`config.mk`:
```
export PLATFORM = sky130hd
export DESIGN_NAME = pipe_hazard_ctrl
export DESIGN_NICKNAME = d
export VERILOG_FILES = /design/src/rtl/pipe_pkg.sv /design/src/rtl/pipe_hazard_ctrl_sat_counter.sv /design/src/rtl/pipe_hazard_ctrl.sv
export SDC_FILE = /design/constraint.sdc
export NUM_CORES = 1
export LEC_CHECK = 0
export BUFFER_PORTS_ARGS = -buffer_cell sky130_fd_sc_hd__buf_2
export CELL_PAD_IN_SITES_DETAIL_PLACEMENT = 1
export CELL_PAD_IN_SITES_GLOBAL_PLACEMENT = 1
export CORE_AREA = 4 4 107 109
export CTS_BUF_LIST = sky130_fd_sc_hd__clkbuf_16
export DETAILED_ROUTE_END_ITERATION = 10
export DIE_AREA = 0 0 111 113
export GPL_TIMING_DRIVEN = 0
export HOLD_SLACK_MARGIN = 0.12
export PLACE_DENSITY_LB_ADDON = 0.1
export SLEW_MARGIN = 30
export SYNTH_ARGS = -nofsm -noshare
export SYNTH_HDL_FRONTEND = slang
export SYNTH_HIERARCHICAL = 1
export SYNTH_SLANG_ARGS = --single-unit
```
`constraint.sdc`:
```
create_clock -name CLK -period 2.1 [get_ports CLK]
set_clock_uncertainty 0.05 [all_clocks]
set_input_delay 0 -clock CLK [delete_from_list [all_inputs] [get_ports CLK]]
set_output_delay 0 -clock CLK [all_outputs]
set_load 0.01 [all_outputs]
```
`src/rtl/pipe_pkg.sv`:
```
// Shared definitions for the 5-stage pipeline: sequencer state encoding,
// opcode constants and the halt magic value checked in WB.
package pipe_pkg;

    typedef enum logic [2:0] {
        RUN    = 3'd0,
        STALL  = 3'd1,
        DRAIN  = 3'd2,
        HALTED = 3'd3
    } state_t;

    localparam logic [6:0]  OP_LOAD    = 7'b0000011;
    localparam logic [6:0]  OP_BRANCH  = 7'b1100011;
    localparam logic [6:0]  OP_JAL     = 7'b1101111;
    localparam logic [6:0]  OP_JALR    = 7'b1100111;
    localparam logic [6:0]  OP_SYSTEM  = 7'b1110011;
    localparam logic [31:0] HALT_MAGIC = 32'hc;

    // Wide enough for a load latency of up to 7 stall cycles.
    localparam int STALL_CNT_W = 3;

endpackage

```
`src/rtl/pipe_hazard_ctrl_sat_counter.sv`:
```
// Saturating up-counter used for the pipeline performance counters; it
// sticks at all-ones instead of wrapping.
module sat_counter #(
    parameter int WIDTH = 32
) (
    input  logic             CLK,
    input  logic             RSTn,
    input  logic             inc,
    output logic [WIDTH-1:0] out
);

    // NOTE: sequential state uses non-blocking assignments so every flop samples pre-edge values.
    always_ff @(posedge CLK or negedge RSTn) begin
        if (!RSTn) begin
            out <= '0;
        end else if (inc && (out != {WIDTH{1'b1}})) begin
            out <= out + 1'b1;
        end
    end

endmodule

```
`src/rtl/pipe_hazard_ctrl.sv`:
```
// Central pipeline sequencer: load-use stalls, EX redirect flushes, ECALL
// drain and halt freeze, plus stall/flush performance counters.
module pipe_hazard_ctrl
    import pipe_pkg::*;
#(
    parameter int LOAD_LAT = 1,
    parameter int CNT_W    = 32
) (
    input  logic             CLK,
    input  logic             RSTn,
    input  logic [4:0]       id_rs1,
    input  logic [4:0]       id_rs2,
    input  logic             id_use_rs1,
    input  logic             id_use_rs2,
    input  logic             id_halt_cand,
    input  logic [4:0]       ex_rd,
    input  logic             ex_is_load,
    input  logic             ex_redirect,
    input  logic             wb_halt_cand,
    input  logic             wb_halt_ok,
    output logic             pc_hold,
    output logic             pc_redirect,
    output logic             ifid_latchn,
    output logic             ifid_flush,
    output logic             idex_flush,
    output logic             halt,
    output logic [2:0]       state_o,
    output logic [CNT_W-1:0] stall_cnt,
    output logic [CNT_W-1:0] flush_cnt
);

    state_t                 state;
    logic [STALL_CNT_W-1:0] stallLeft;
    logic                   drainFirst;
    logic                   hz;
    logic                   stallInc;
    logic                   flushInc;

    assign hz = ex_is_load && (ex_rd != 5'd0) &&
                ((id_use_rs1 && (id_rs1 == ex_rd)) || (id_use_rs2 && (id_rs2 == ex_rd)));

    // NOTE: every always_comb output gets a default first, so no path can infer a latch.
    always_comb begin
        pc_hold     = 1'b0;
        pc_redirect = 1'b0;
        ifid_latchn = 1'b0;
        ifid_flush  = 1'b0;
        idex_flush  = 1'b0;
        stallInc    = 1'b0;
        flushInc    = 1'b0;
        if (RSTn) begin
            unique case (state)
                RUN: begin
                    // A redirect wins: whatever sits in ID is on the wrong path.
                    if (ex_redirect) begin
                        pc_redirect = 1'b1;
                        ifid_flush  = 1'b1;
                        idex_flush  = 1'b1;
                        flushInc    = 1'b1;
                    end else if (hz) begin
                        pc_hold     = 1'b1;
                        ifid_latchn = 1'b1;
                        idex_flush  = 1'b1;
                        stallInc    = 1'b1;
                    end else if (id_halt_cand) begin
                        pc_hold     = 1'b1;
                        ifid_flush  = 1'b1;
                    end
                end
                STALL: begin
                    pc_hold     = 1'b1;
                    ifid_latchn = 1'b1;
                    idex_flush  = 1'b1;
                    stallInc    = 1'b1;
                end
                DRAIN: begin
                    // The ECALL itself moves into EX on the first drain cycle.
                    pc_hold     = 1'b1;
                    ifid_flush  = 1'b1;
                    idex_flush  = !drainFirst;
                end
                HALTED: begin
                    pc_hold     = 1'b1;
                    ifid_latchn = 1'b1;
                    idex_flush  = 1'b1;
                end
                default: ;
            endcase
        end
    end

    always_ff @(posedge CLK or negedge RSTn) begin
        if (!RSTn) begin
            state      <= RUN;
            stallLeft  <= '0;
            drainFirst <= 1'b0;
            halt       <= 1'b0;
        end else begin
            unique case (state)
                RUN: begin
                    if (!ex_redirect) begin
                        if (hz) begin
                            if (LOAD_LAT > 1) begin
                                stallLeft <= STALL_CNT_W'(LOAD_LAT - 1);
                                state     <= STALL;
                            end
                        end else if (id_halt_cand) begin
                            drainFirst <= 1'b1;
                            state      <= DRAIN;
                        end
                    end
                end
                STALL: begin
                    stallLeft <= stallLeft - 1'b1;
                    if (stallLeft == STALL_CNT_W'(1)) begin
                        state <= RUN;
                    end
                end
                DRAIN: begin
                    drainFirst <= 1'b0;
                    if (wb_halt_cand) begin
                        if (wb_halt_ok) begin
                            halt  <= 1'b1;
                            state <= HALTED;
                        end else begin
                            state <= RUN;
                        end
                    end
                end
                HALTED: ;
                default: state <= RUN;
            endcase
        end
    end

    assign state_o = state;

    sat_counter #(.WIDTH(CNT_W)) uStallCnt (
        .CLK  (CLK),
        .RSTn (RSTn),
        .inc  (stallInc),
        .out  (stall_cnt)
    );

    sat_counter #(.WIDTH(CNT_W)) uFlushCnt (
        .CLK  (CLK),
        .RSTn (RSTn),
        .inc  (flushInc),
        .out  (flush_cnt)
    );

endmodule
```
## Yosys cells after proc, flatten, opt, wreduce, memory -nomap -nowiden

Index checks and enable logic that the tools add are counted.

- Add/sub/neg operators: 3
- Multipliers: 0
- Div/mod/pow operators: 0
- Magnitude comparators: 0
- Equality and inequality tests: 13
- Shift-type cells: 0
- Multiplexer cells: 32
- Bitwise logic cells: 1
- Reductions and logical operators: 16

Operators by type and width:

| cell | number |
|---|---|
| $add A32 B1 Y32 const B | 2 |
| $ne A32 B32 Y1 const B | 2 |
| $mux W1 | 19 |
| $mux W3 | 5 |
| $pmux W3 S4 | 1 |
| $eq A5 B5 Y1 | 2 |
| $ne A2 B2 Y1 const B | 5 |
| $pmux W1 S2 | 5 |
| $eq A3 B1 Y1 const B | 2 |
| $eq A3 B2 Y1 const B | 2 |
| $logic_and A1 B1 Y1 | 6 |
| $reduce_and A6 Y1 | 1 |
| $reduce_bool A5 Y1 | 1 |
| $reduce_and A4 Y1 | 1 |
| $logic_not A3 Y1 | 1 |
| $pmux W1 S3 | 1 |
| $reduce_and A3 Y1 | 1 |
| $reduce_or A3 Y1 | 1 |
| $sub A3 B1 Y3 const B | 1 |
| $mux W2 | 1 |
| $reduce_bool A2 Y1 | 1 |
| $reduce_or A2 Y1 | 1 |
| $logic_not A1 Y1 | 1 |
| $logic_or A1 B1 Y1 | 1 |
| $not A1 Y1 | 1 |

- Register bits: 72
- Bits in latches: 0
- Bits in writable memories: 0
- Memory bits (read-only): 0
- Bits of input ports: 24
- Word-level logic and storage cells: 71
- Memories: 0

## Depth between registers and ports, before layout

Gate-level depths: netlist (run 1).

- Depth after elaboration: 9
- Depth in mapped cells: 10
- Depth with buffers taken out: 9

## Cells and area by module

The synthesis (run 1) kept the hierarchy.

Modules (own cells, without submodules):

| module | instances | cells an instance | area an instance (um^2) | sequential area each (um^2) |
|---|---|---|---|---|
| sat_counter (uFlushCnt) | 1 | 151 | 1624.1 | 800.8 |
| sat_counter (uStallCnt) | 1 | 149 | 1596.5 | 800.8 |
| pipe_hazard_ctrl | 1 | 64 | 574.3 | 175.2 |

## Worst setup path before layout (run 1)

Ideal clock, no wire load.

- Path type: reg-to-reg
- Start: register state[1] (netlist: state_o[1])
- End: register uFlushCnt.out[29]
- Setup time: 0.079 ns
- Data arrival time: 2.422 ns
- Setup slack: -0.452 ns
- Stages on the path, launching flop included: 9
- Buffers on the path: 2
- Period minus slack after synthesis: 2.552 ns
- Cells stage by stage: dfrtp_1 -> clkbuf_1 -> nor3_1 -> and3_1 -> nor2b_1 -> clkbuf_1 -> nand4_1 -> nor4_2 -> xor2_1

- Word-level cells in the longest chain between the ends: 4

Ends and longest elaborated chain:

| item | line | RTL |
|---|---|---|
| from (decl) | pipe_hazard_ctrl.sv:32 | `state_t state;` |
| from (signal assigned) | pipe_hazard_ctrl.sv:94 | `state <= RUN;` |
| from (signal assigned) | pipe_hazard_ctrl.sv:105 | `state <= STALL;` |
| from (signal assigned) | pipe_hazard_ctrl.sv:109 | `state <= DRAIN;` |
| $logic_not A3 Y1 | - |  |
| $mux W1 (2 in series) | - |  |
| via pc_redirect | pipe_hazard_ctrl.sv:22 | `output logic pc_redirect,` |
| $logic_and A1 B1 Y1 | pipe_hazard_ctrl_sat_counter.sv:16 | `end else if (inc && (out != {WIDTH{1'b1}})) begin` |
| to (signal assigned) | pipe_hazard_ctrl_sat_counter.sv:17 | `out <= out + 1'b1;` |
| to (decl) | pipe_hazard_ctrl_sat_counter.sv:9 | `output logic [WIDTH-1:0] out` |

The timed path passes the listed nets, and every way through them passes these cells.
A chain may end at the register's enable or synchronous reset.

## Worst setup path in the final report (run 1)

- Start: register state[1] (netlist: state_o[1])
- End: register uFlushCnt.out[29]

- Word-level cells in the longest chain between the ends: 4

Ends and longest elaborated chain:

| item | line | RTL |
|---|---|---|
| $logic_not A3 Y1 | pipe_hazard_ctrl.sv:52 | `unique case (state)` |
| $mux W1 | pipe_hazard_ctrl.sv:52 |  |
| $mux W1 | pipe_hazard_ctrl.sv:51 | `if (RSTn) begin` |
| $logic_and A1 B1 Y1 | pipe_hazard_ctrl_sat_counter.sv:16 |  |

Every way passes these cells.

==> metrics, run 1 <==
status completed; synthesized area 0.003795 mm2; CP delay by family, top simple AND/OR/NAND/NOR gates; Clock Latency Late Sink 0.32 ns; CTS Buf Count 9; fmax 490.0 MHz; crit start category flip-flop; Design Power 0.003966 W; Slowest cell on crit path dfrtp_2; Routed WL 10.49 mm; CTS sink count 71; Worst EP arrival 2.23 ns; vias in the first global route 3364; Iteration-0 DRC Markers 122; mean number of vias per cell 5.088; Seq cells post-synth 71; placed instance area 0.004482 mm2; H-tree lvl count 3; n_diodes 0; Max VDD drop 0.0004935 V; CTS root buffer clkbuf_16; Ports 97; syn_nets 392; antenna violations before repair 0; Global Route Usage Sum 16.82%; number of synthesized flops with an enable pin 0; synth unique cells 52; Worst EP required 2.29 ns; RSZ-0062 raised after global routing yes; worst min path class input port to asynchronous set/reset pin; Setup Viol. Count Final 0; full die area 0.01254 mm2; area of the core 0.01060 mm2; Mapped Avg Cell Area 10.43 um2; ANT nets after route 0; DP HPWL 7.434 mm; design area 0.005169 mm2; setup_tns 0 ns; Final Max Slew Viols 0; RePlAce Congestion 0.8136; reg-to-reg critical path startpoint state_o[1]$_DFFE_PN0P_; post-synth top area share 46.82%; area grow syn2layout 36.20%; Residual DRC 0; Buf/Inv on CP 2; Max clock buf depth 2; first-pass GRT wire length 17.35 mm; fin crit period 2.041 ns; die height 113 um; grt ovf 0; largest net degree at the start of global routing 39; DR vias 3256; Yosys warnings 6; highest fanout seen on the critical path 10; PortBufs 95; P_leak 2.462 nW; Slew headroom 66.77%; CTS clk-pin slew, worst paths 0.06 ns; PD cells 767.4 mW/mm2; Synth Instances 364; sequential share of the synthesized area 46.82%; CTS tree built; CP Launch Point state_o[1]$_DFFE_PN0P_; area leader, netlist dfrtp_1; critical path, cell by cell buf_8, nor3_4, and3_4, nor2b_1, buf_4, nand4_1, nor4_2, xor2_1; Setup CP Type flip-flop to flip-flop; Max Cap Violations 0; Crit path largest cell delay 0.43 ns; FP Rows 38; Initial Utilization 35.79%; Worst Setup End Kind flip-flop; DR pass1 iterations 4; Top FF cell, synth dfrtp_1; Net count, final 525; Slew @ Worst Pin 0.4947 ns; Tcrit/Tclk final 97.18%; count of final hold-check violations 0; ratio of cells with drive above 1 in the final layout 38.00%; Synth area leaders dfrtp_1 (47%), xnor2_1 (8.5%), xor2_1 (7.6%); asr flop ratio synth 100.0%; die width 111 um; Routed WL per cell 16.38 um
-- repair_timing --
item / in CTS / in global routing
setup buffers: 10 / 9
gates resized for setup: 23 / 31
pin swaps: 8 / 13
hold endpoints to repair: 75 / 0
setup endpoints to repair: 52 / 48
hold buffers: 7 / 0
-- cells by family (layout without fill, tap and decap cells) --
kind of cell | after synthesis | count (layout) | share of synthesized area (%)
flip-flops | 71 | 71 | 46.82
buffers and inverters | 17 | 153 | 2.011
multiplexers | 4 | 4 | 1.187
AND/OR/NAND/NOR | 170 | 170 | 25.88
adder cells (fa/ha/maj) | 4 | 4 | 1.319
XOR/XNOR | 70 | 70 | 16.16
other | 1 | 1 | 0.09882
AO/OA/AOI/OAI | 27 | 27 | 6.529
-- placed cells by master (no fill, tap or decap), types with 3 or more instances in the layout --
cell,instances
nor4_4,4
nor3_1,10
xor2_1,33
ha_1,4
nand4_1,22
nor4_1,4
nor3_2,7
mux2_2,3
nor3_4,5
a21oi_1,3
xnor2_1,37
dfrtp_1,60
clkinv_1,4
nand2_1,29
buf_2,94
nor2_1,23
nor4_2,4
or4_4,4
and4_1,6
inv_1,12
buf_12,3
and3_1,3
o211ai_1,3
nor2_2,3
nand3_1,26
clkbuf_16,9
buf_4,22
dlygate4sd3_1,6
dfrtp_2,11
-- state kept, by name, summed over array words and instances, names as in the netlist --
| signal | cells |
|---|---|
| uFlushCnt/out | 32 |
| uStallCnt/out | 32 |
| stallLeft | 3 |
| state_o | 2 |
| drainFirst | 1 |
| halt | 1 |
-- through the flow --
stage / util [%] / cells / hold slack, ns / worst slack [ns]
floorplan: - / 364 / -0.3456 / -0.006745
global placement: 42.06 / 599 / 0.2273 / -1.395
detailed placement: 42.27 / 600 / -0.03949 / -0.5067
CTS: 47.10 / 631 / 0.1754 / 0.004011
global route: 48.75 / 640 / 0.2115 / -0.05854
finish: 48.75 / 640 / 0.1913 / 0.05931
-- report_power, final --
part	internal (W)	switching (W)	total, W	leakage [nW]
sequential	0.00153	0.000169	0.00170	0.922
combinational	0.000473	0.000524	0.000997	1.42
clock	0.000764	0.000508	0.00127	0.123
-- synth_stat cells (all sizes together), types with 4 or more instances --
| master | number |
|---|---|
| dfrtp | 71 |
| xnor2 | 37 |
| xor2 | 33 |
| nand2 | 30 |
| nand3 | 29 |
| nor2 | 26 |
| nand4 | 24 |
| nor3 | 22 |
| nor4 | 12 |
| inv | 11 |
| and4 | 6 |
| or4 | 5 |
| a21oi | 4 |
| and3 | 4 |
| ha | 4 |
| mux2 | 4 |
-- final timing paths --
check / endpoint / cells after the start / slack [ns]
hold reg to reg: stallLeft[2]$_DFFE_PN0P_ / 1 / 0.42
max in group asynchronous: uFlushCnt/out[4]$_DFFE_PN0P_ / 4 / 1.32
hold / removal: uStallCnt/out[17]$_DFFE_PN0P_ / 3 / 0.19
setup / recovery: uFlushCnt/out[29]$_DFFE_PN0P_ / 8 / 0.06
min in group CLK: uFlushCnt/out[2]$_DFFE_PN0P_ / 5 / 0.19
setup reg to reg: uFlushCnt/out[29]$_DFFE_PN0P_ / 8 / 0.06
-- layer usage --
| metal | track usage, % | wire (um) | vias up |
|---|---|---|---|
| li1 | - | - | 1571 |
| met1 | 22.85 | 4985 | 1610 |
| met2 | 26.90 | 4959 | 71 |
| met3 | 4.118 | 479 | 4 |
| met4 | 4.762 | 61 | 0 |
| met5 | 0 | 0 | - |
-- tightest hold or removal path: cells and delay by family --
| kind | cells | cell delay (ns) |
|---|---|---|
| buffers and inverters | 3 | 0.91 |
-- area by class of cell --
| cell class | count | area, um2 |
|---|---|---|
| timing repair buffer | 122 | 737.0 |
| tap | 140 | 175.2 |
| clock buffer | 9 | 225.2 |
| buffer | 6 | 56.30 |
| clock inverter | 5 | 18.77 |
| inverter | 11 | 41.29 |
| sequential | 71 | 1790 |
| fill | 1195 | 5434 |
| multi-input combinational | 276 | 2125 |
Note: power is estimated with default switching activity, not from simulation.
==> run 2: changes to the inputs <==
Settings changed: CORE_AREA 4 4 107 109 to 4 4 98 100, DIE_AREA 0 0 111 113 to 0 0 102 104.
Clock period 2.1 ns to 2.38 ns, I/O delays scaled along.
==> metrics, run 2 (synthesis results as in run 1) <==
Slew @ Worst Pin 0.5533 ns (+0.05859 ns); n_diodes 0 (unchanged); CP delay by family, top simple AND/OR/NAND/NOR gates; CTS sink count 71 (unchanged); ANT nets after route 0 (unchanged); leading cell type in the layout, fill and taps excluded buf_2; Clock Latency Late Sink 0.33 ns (about the same); die height 104 um (-8.0%); flop2flop setup slack 0.14 ns (+0.08 ns); fmax 446.2 MHz (-8.9%); H-tree lvl count 3 (unchanged); PortBufs 95 (unchanged); Buf/Inv on CP 1 (-1); Net count, final 508 (-3.2%); vias in the first global route 3398 (+1.0%); CTS tree built; final worst slack 0.1389 ns (+0.07956 ns); cells on worst reg2reg path 6 (-2); area grow syn2layout 28.45%; fin crit period 2.241 ns (+0.2004 ns); Crit path largest cell delay 0.53 ns (+0.10 ns); Slew headroom 62.83% (-3.9 points); Worst Setup End Kind flip-flop; worst min path class input port to flip-flop; full die area 0.01061 mm2 (-15%); commonest non-fill, non-tap cells in the layout buf_2 (95), dfrtp_1 (71), xnor2_1 (37); Crit. path cell count 6 (-2); CTS root buffer clkbuf_16; Max clock buf depth 2 (unchanged); Routed WL per cell 18.08 um (+10%); mean number of vias per cell 5.496 (+8.0%); FP Rows 34 (-11%); most frequent CP cell nand4_1; area of the core 0.008678 mm2 (-18%); Setup crit end uFlushCnt/out[10]$_DFFE_PN0P_; Slowest cell on crit path nor4_4; critical path, cell by cell nand4_1, nor4_4, nand4_1, buf_6, nand4_1, xnor2_1; DR vias 3259 (+0.092%); crit start category flip-flop; status completed; P_leak 2.343 nW (-4.8%); PD cells 728.7 mW/mm2 (-5.0%); Worst EP required 2.58 ns (+0.29 ns); DP HPWL 7.526 mm (+1.2%); grt ovf 0 (unchanged); Residual DRC 0 (unchanged); Util after Layout 56.17% (+7.4 points); Worst EP arrival 2.44 ns (+0.21 ns); Max VDD drop 0.0004640 V (-6.0%); FF-to-FF End uFlushCnt/out[10]$_DFFE_PN0P_; Max Cap Violations 0 (unchanged); Routed WL 10.72 mm (+2.3%); Tcrit/Tclk final 94.17% (-3.0 points); Min Hold Slack 0.1740 ns (-0.01738 ns); Largest regs uFlushCnt/out (32), uStallCnt/out (32), stallLeft (3); CTS clk-pin slew, worst paths 0.06 ns (about the same); CP Launch Point uFlushCnt/out[23]$_DFFE_PN0P_; reg-to-reg critical path startpoint uFlushCnt/out[23]$_DFFE_PN0P_; CTS Buf Count 9 (unchanged); antenna violations before repair 0 (unchanged); Global Route Usage Sum 20.87% (+4.1 points); Initial Utilization 43.73% (+7.9 points); Setup Viol. Count Final 0 (unchanged); first-pass GRT wire length 17.66 mm (+1.8%); largest net degree at the start of global routing 40 (+2.6%); Ports 97 (unchanged); ratio of cells with drive above 1 in the final layout 30.93% (-7.1 points); Final Max Slew Viols 0 (unchanged); pre-CTS setup slack -0.4457 ns (+0.06099 ns); DR pass1 iterations 4 (unchanged); Iteration-0 DRC Markers 102 (-16%); Setup CP Type flip-flop to flip-flop; die width 102 um (-8.1%); count of final hold-check violations 0 (unchanged); RePlAce Congestion 0.8044 (-1.1%); highest fanout seen on the critical path 10 (unchanged); Design Power 0.003552 W (-10%)
run 2: changes by cell type in the layout (fill, tap and decap cells not counted), moves of 3 or more:
cell	before	now
buf_4	22	4
dfrtp_1	60	71
dfrtp_2	11	0
nor3_1	10	17
nor3_2	7	3
clkinv_1	4	1
clkinv_2	0	3
nor3_4	5	2
run 2: how the worst min path moves through the flow:
stage | from | to | slack (ns) | cells after the start
global route | ex_redirect | drainFirst$_DFFE_PN0P_ | 0.19 | 3
finish | ex_redirect | drainFirst$_DFFE_PN0P_ | 0.17 | 3
CTS | RSTn | uStallCnt/out[17]$_DFFE_PN0P_ | 0.18 | 3
detailed placement | RSTn | uStallCnt/out[17]$_DFFE_PN0P_ | -0.04 | 1
floorplan | RSTn | drainFirst$_DFFE_PN0P_ | -0.35 | 0
global placement | wb_halt_cand | halt$_DFFE_PN0P_ | 0.22 | 3
run 2: per-layer routing:
| layer | wire length, um | vias up | global-route usage, % |
|---|---|---|---|
| met5 | 0 | - | 0 |
| met4 | 86 | 0 | 4.780 |
| met3 | 609 | 9 | 4.561 |
| met2 | 5309 | 92 | 34.96 |
| met1 | 4719 | 1622 | 27.35 |
| li1 | - | 1536 | - |
run 2: layout make-up:
class | count | area [um2]
flip-flops and latches | 71 | 1777
well taps | 108 | 135.1
inverters | 11 | 41.29
plain buffers | 5 | 33.78
multi-input cells | 276 | 1993
fillers | 1004 | 3804
repair buffers | 106 | 613.1
clock buffers | 9 | 225.2
clock inverters | 7 | 56.30
run 2: power by group:
group	internal [W]	leakage [nW]	switching [W]	total, W
clock	0.000794	0.149	0.000495	0.00129
combinational	0.000340	1.25	0.000397	0.000737
sequential	0.00135	0.940	0.000180	0.00153
run 2: worst min-delay path, stage by stage:
cell	delay [ns]
buf_2	0.17
nor3_1	0.08
a32o_1	0.26
run 2: through the flow:
| step | cells | cell area (um2) | TNS, ns |
|---|---|---|---|
| 2_1_floorplan | 364 | 3800 | 0 |
| 3_3_place_gp | 567 | 4410 | -31.62 |
| 3_5_place_dp | 568 | 4433 | -9.334 |
| 4_1_cts | 591 | 4815 | 0 |
| 5_1_grt | 593 | 4875 | -0.03882 |
| 6_report | 593 | 4875 | 0 |
run 2: what timing repair did:
item | 4_1_cts | 5_1_grt
pin swaps | 1 | 3
hold endpoints to repair | 75 | 0
resized for setup | 3 | 10
setup endpoints to repair | 37 | 32
hold buffers | 7 | 0
buffers inserted | 1 | 2
==> run 3: changes to the inputs <==
Settings changed: CORE_AREA 4 4 98 100 to 4 4 81 121, DIE_AREA 0 0 102 104 to 0 0 85 125.
==> metrics, run 3 (synthesis results as in run 1) <==
final-layout fill cell count 1004 (unchanged); fmax 442.0 MHz (-0.94%); Seq pwr share 41.3% (-1.6 points); highest fanout seen on the critical path 10 (unchanged); count of final hold-check violations 0 (unchanged); Initial Utilization 43.24% (-0.49 points); placed instance area 0.004436 mm2 (about the same); Slew headroom 63.51% (+0.68 points); Clock Latency Late Sink 0.33 ns (about the same); P_leak 2.393 nW (+2.2%); Global Route Usage Sum 21.01% (+0.15 points); Setup CP Type flip-flop to flip-flop; PortBufs 95 (unchanged); fin crit period 2.262 ns (+0.02134 ns); die width 85 um (-17%); status completed; Worst Setup End Kind flip-flop; sequential cell area 0.001778 mm2 (about the same); CTS sink count 71 (unchanged); grt ovf 0 (unchanged); Iteration-0 DRC Markers 111 (+8.8%); PD cells 736.7 mW/mm2 (+1.1%); Min Hold Slack 0.1292 ns (-0.04477 ns); antenna violations before repair 0 (unchanged); Routed WL per cell 18.08 um (about the same); Tcrit/Tclk final 95.06% (+0.90 points); final worst slack 0.1175 ns (-0.02134 ns); DR vias 3257 (-0.061%); pre-CTS setup slack -0.3609 ns (+0.08488 ns); leading cell type in the layout, fill and taps excluded buf_2; FP Rows 42 (+24%); Residual DRC 0 (unchanged); area grow syn2layout 31.65%; DR pass1 iterations 4 (unchanged); area of the core 0.008776 mm2 (+1.1%); switch share 29.25% (-0.93 points); CTS Buf Count 9 (unchanged); Worst EP arrival 2.47 ns (+0.03 ns); busiest grt layer met2; Comb pwr share 20.9% (about the same); met2 usage 38.87% (+3.9 points); vias in the first global route 3572 (+5.1%); GR Util met3 3.489% (-1.1 points); die height 125 um (+20%); Ports 97 (unchanged); Max Cap Violations 0 (unchanged); Clk pwr share 37.8% (+1.5 points); ratio of cells with drive above 1 in the final layout 31.22% (+0.30 points); largest net degree at the start of global routing 38 (-5.0%); Psw 0.001077 W (+0.44%); area of the multi-input gates 0.001976 mm2 (-0.88%); worst min path class input port to asynchronous set/reset pin; Slew @ Worst Pin 0.5432 ns (-0.01008 ns); Final Max Slew Viols 0 (unchanged); first-pass GRT wire length 18.00 mm (+2.0%); Net count, final 513 (+0.98%); Max clock buf depth 2 (unchanged); ANT nets after route 0 (unchanged); Post-Place Cells 570 (+0.35%); Max VDD drop 0.0004572 V (-1.5%); DP HPWL 7.767 mm (+3.2%); Worst EP required 2.59 ns (about the same); CTS tree built; Layout Cells excl Fill 600 (+1.2%); commonest non-fill, non-tap cells in the layout buf_2 (95), dfrtp_1 (70), xnor2_1 (37); CTS root buffer clkbuf_16; CTS clk-pin slew, worst paths 0.06 ns (about the same); crit start category flip-flop; Setup Viol. Count Final 0 (unchanged); Routed WL 10.85 mm (+1.2%); RePlAce Congestion 0.7792 (-3.1%); RSZ-0062 raised after global routing no; Largest regs uFlushCnt/out (32), uStallCnt/out (32), stallLeft (3); full die area 0.01063 mm2 (+0.16%); n_diodes 0 (unchanged); Pint 0.002604 W (+5.0%); H-tree lvl count 3 (unchanged); mean number of vias per cell 5.428 (-1.2%); met1 Usage GRT 24.07% (-3.3 points); design area 0.004996 mm2 (+2.5%)
run 3: cell count changes in the layout (fill, tap and decap cells not counted), sizes merged:
cell    change
buf         +5
bufinv      +1
clkinv      -1
run 3: path summary, 6_finish.rpt:
path / cells after the start / endpoint / startpoint / slack [ns]
setup / recovery: 7 / uStallCnt/out[11]$_DFFE_PN0P_ / state_o[1]$_DFFE_PN0P_ / 0.12
hold / removal: 8 / uStallCnt/out[11]$_DFFE_PN0P_ / RSTn / 0.13
setup reg to reg: 7 / uStallCnt/out[11]$_DFFE_PN0P_ / state_o[1]$_DFFE_PN0P_ / 0.12
hold reg to reg: 1 / halt$_DFFE_PN0P_ / halt$_DFFE_PN0P_ / 0.42
max in group asynchronous: 9 / uFlushCnt/out[15]$_DFFE_PN0P_ / RSTn / 1.38
min in group CLK: 4 / drainFirst$_DFFE_PN0P_ / ex_is_load / 0.14
run 3: timing repair:
action,in CTS,in global routing
hold endpoints to repair,75,0
gates cloned,0,0
setup endpoints to repair,29,14
hold buffers,14,0
buffers inserted,1,0
gates resized for setup,3,6
pin swaps,1,0
run 3: area by class of cell:
cell class | instances | share of cell area [%]
buffer | 5 | 0.6511
clock buffer | 9 | 4.508
clock inverter | 7 | 1.603
inverter | 11 | 0.8264
multi-input combinational | 276 | 39.54
sequential | 71 | 35.59
tap | 110 | 2.755
timing repair buffer | 111 | 14.53
run 3: layer usage:
layer / routed length [um] / part of all wire (%)
met4: 171 / 1.6
met3: 333 / 3.1
met1: 4314 / 40
met2: 6029 / 56
met5: 0 / 0
run 3: power by group through the flow:
stage | logic, W | registers (W) | clock network (W)
after CTS | 0.000773 | 0.00152 | 0.00142
final | 0.000769 | 0.00152 | 0.00139
after global placement | 0.000695 | 0.00151 | 0
after floorplan | 0.000396 | 0.00153 | 0
after detailed placement | 0.000729 | 0.00152 | 0
after global routing | 0.000859 | 0.00155 | 0.00148
run 3: through the flow:
stage / TNS (ns) / utilization [%] / power [W]
detailed placement: -5.917 / 50.54 / 0.002245
floorplan: 0 / - / 0.001929
global placement: -31.66 / 50.29 / 0.002202
CTS: 0 / 56.69 / 0.003710
global route: 0 / 56.93 / 0.003887
finish: 0 / 56.93 / 0.003681
run 3: critical path, stage by stage (launching register included):
cell and delay, ns:
dfrtp_1 0.44, nor4_2 0.42, o21a_2 0.31, inv_1 0.09
a31o_2 0.24, buf_2 0.19, nor3_1 0.27, xor2_1 0.17
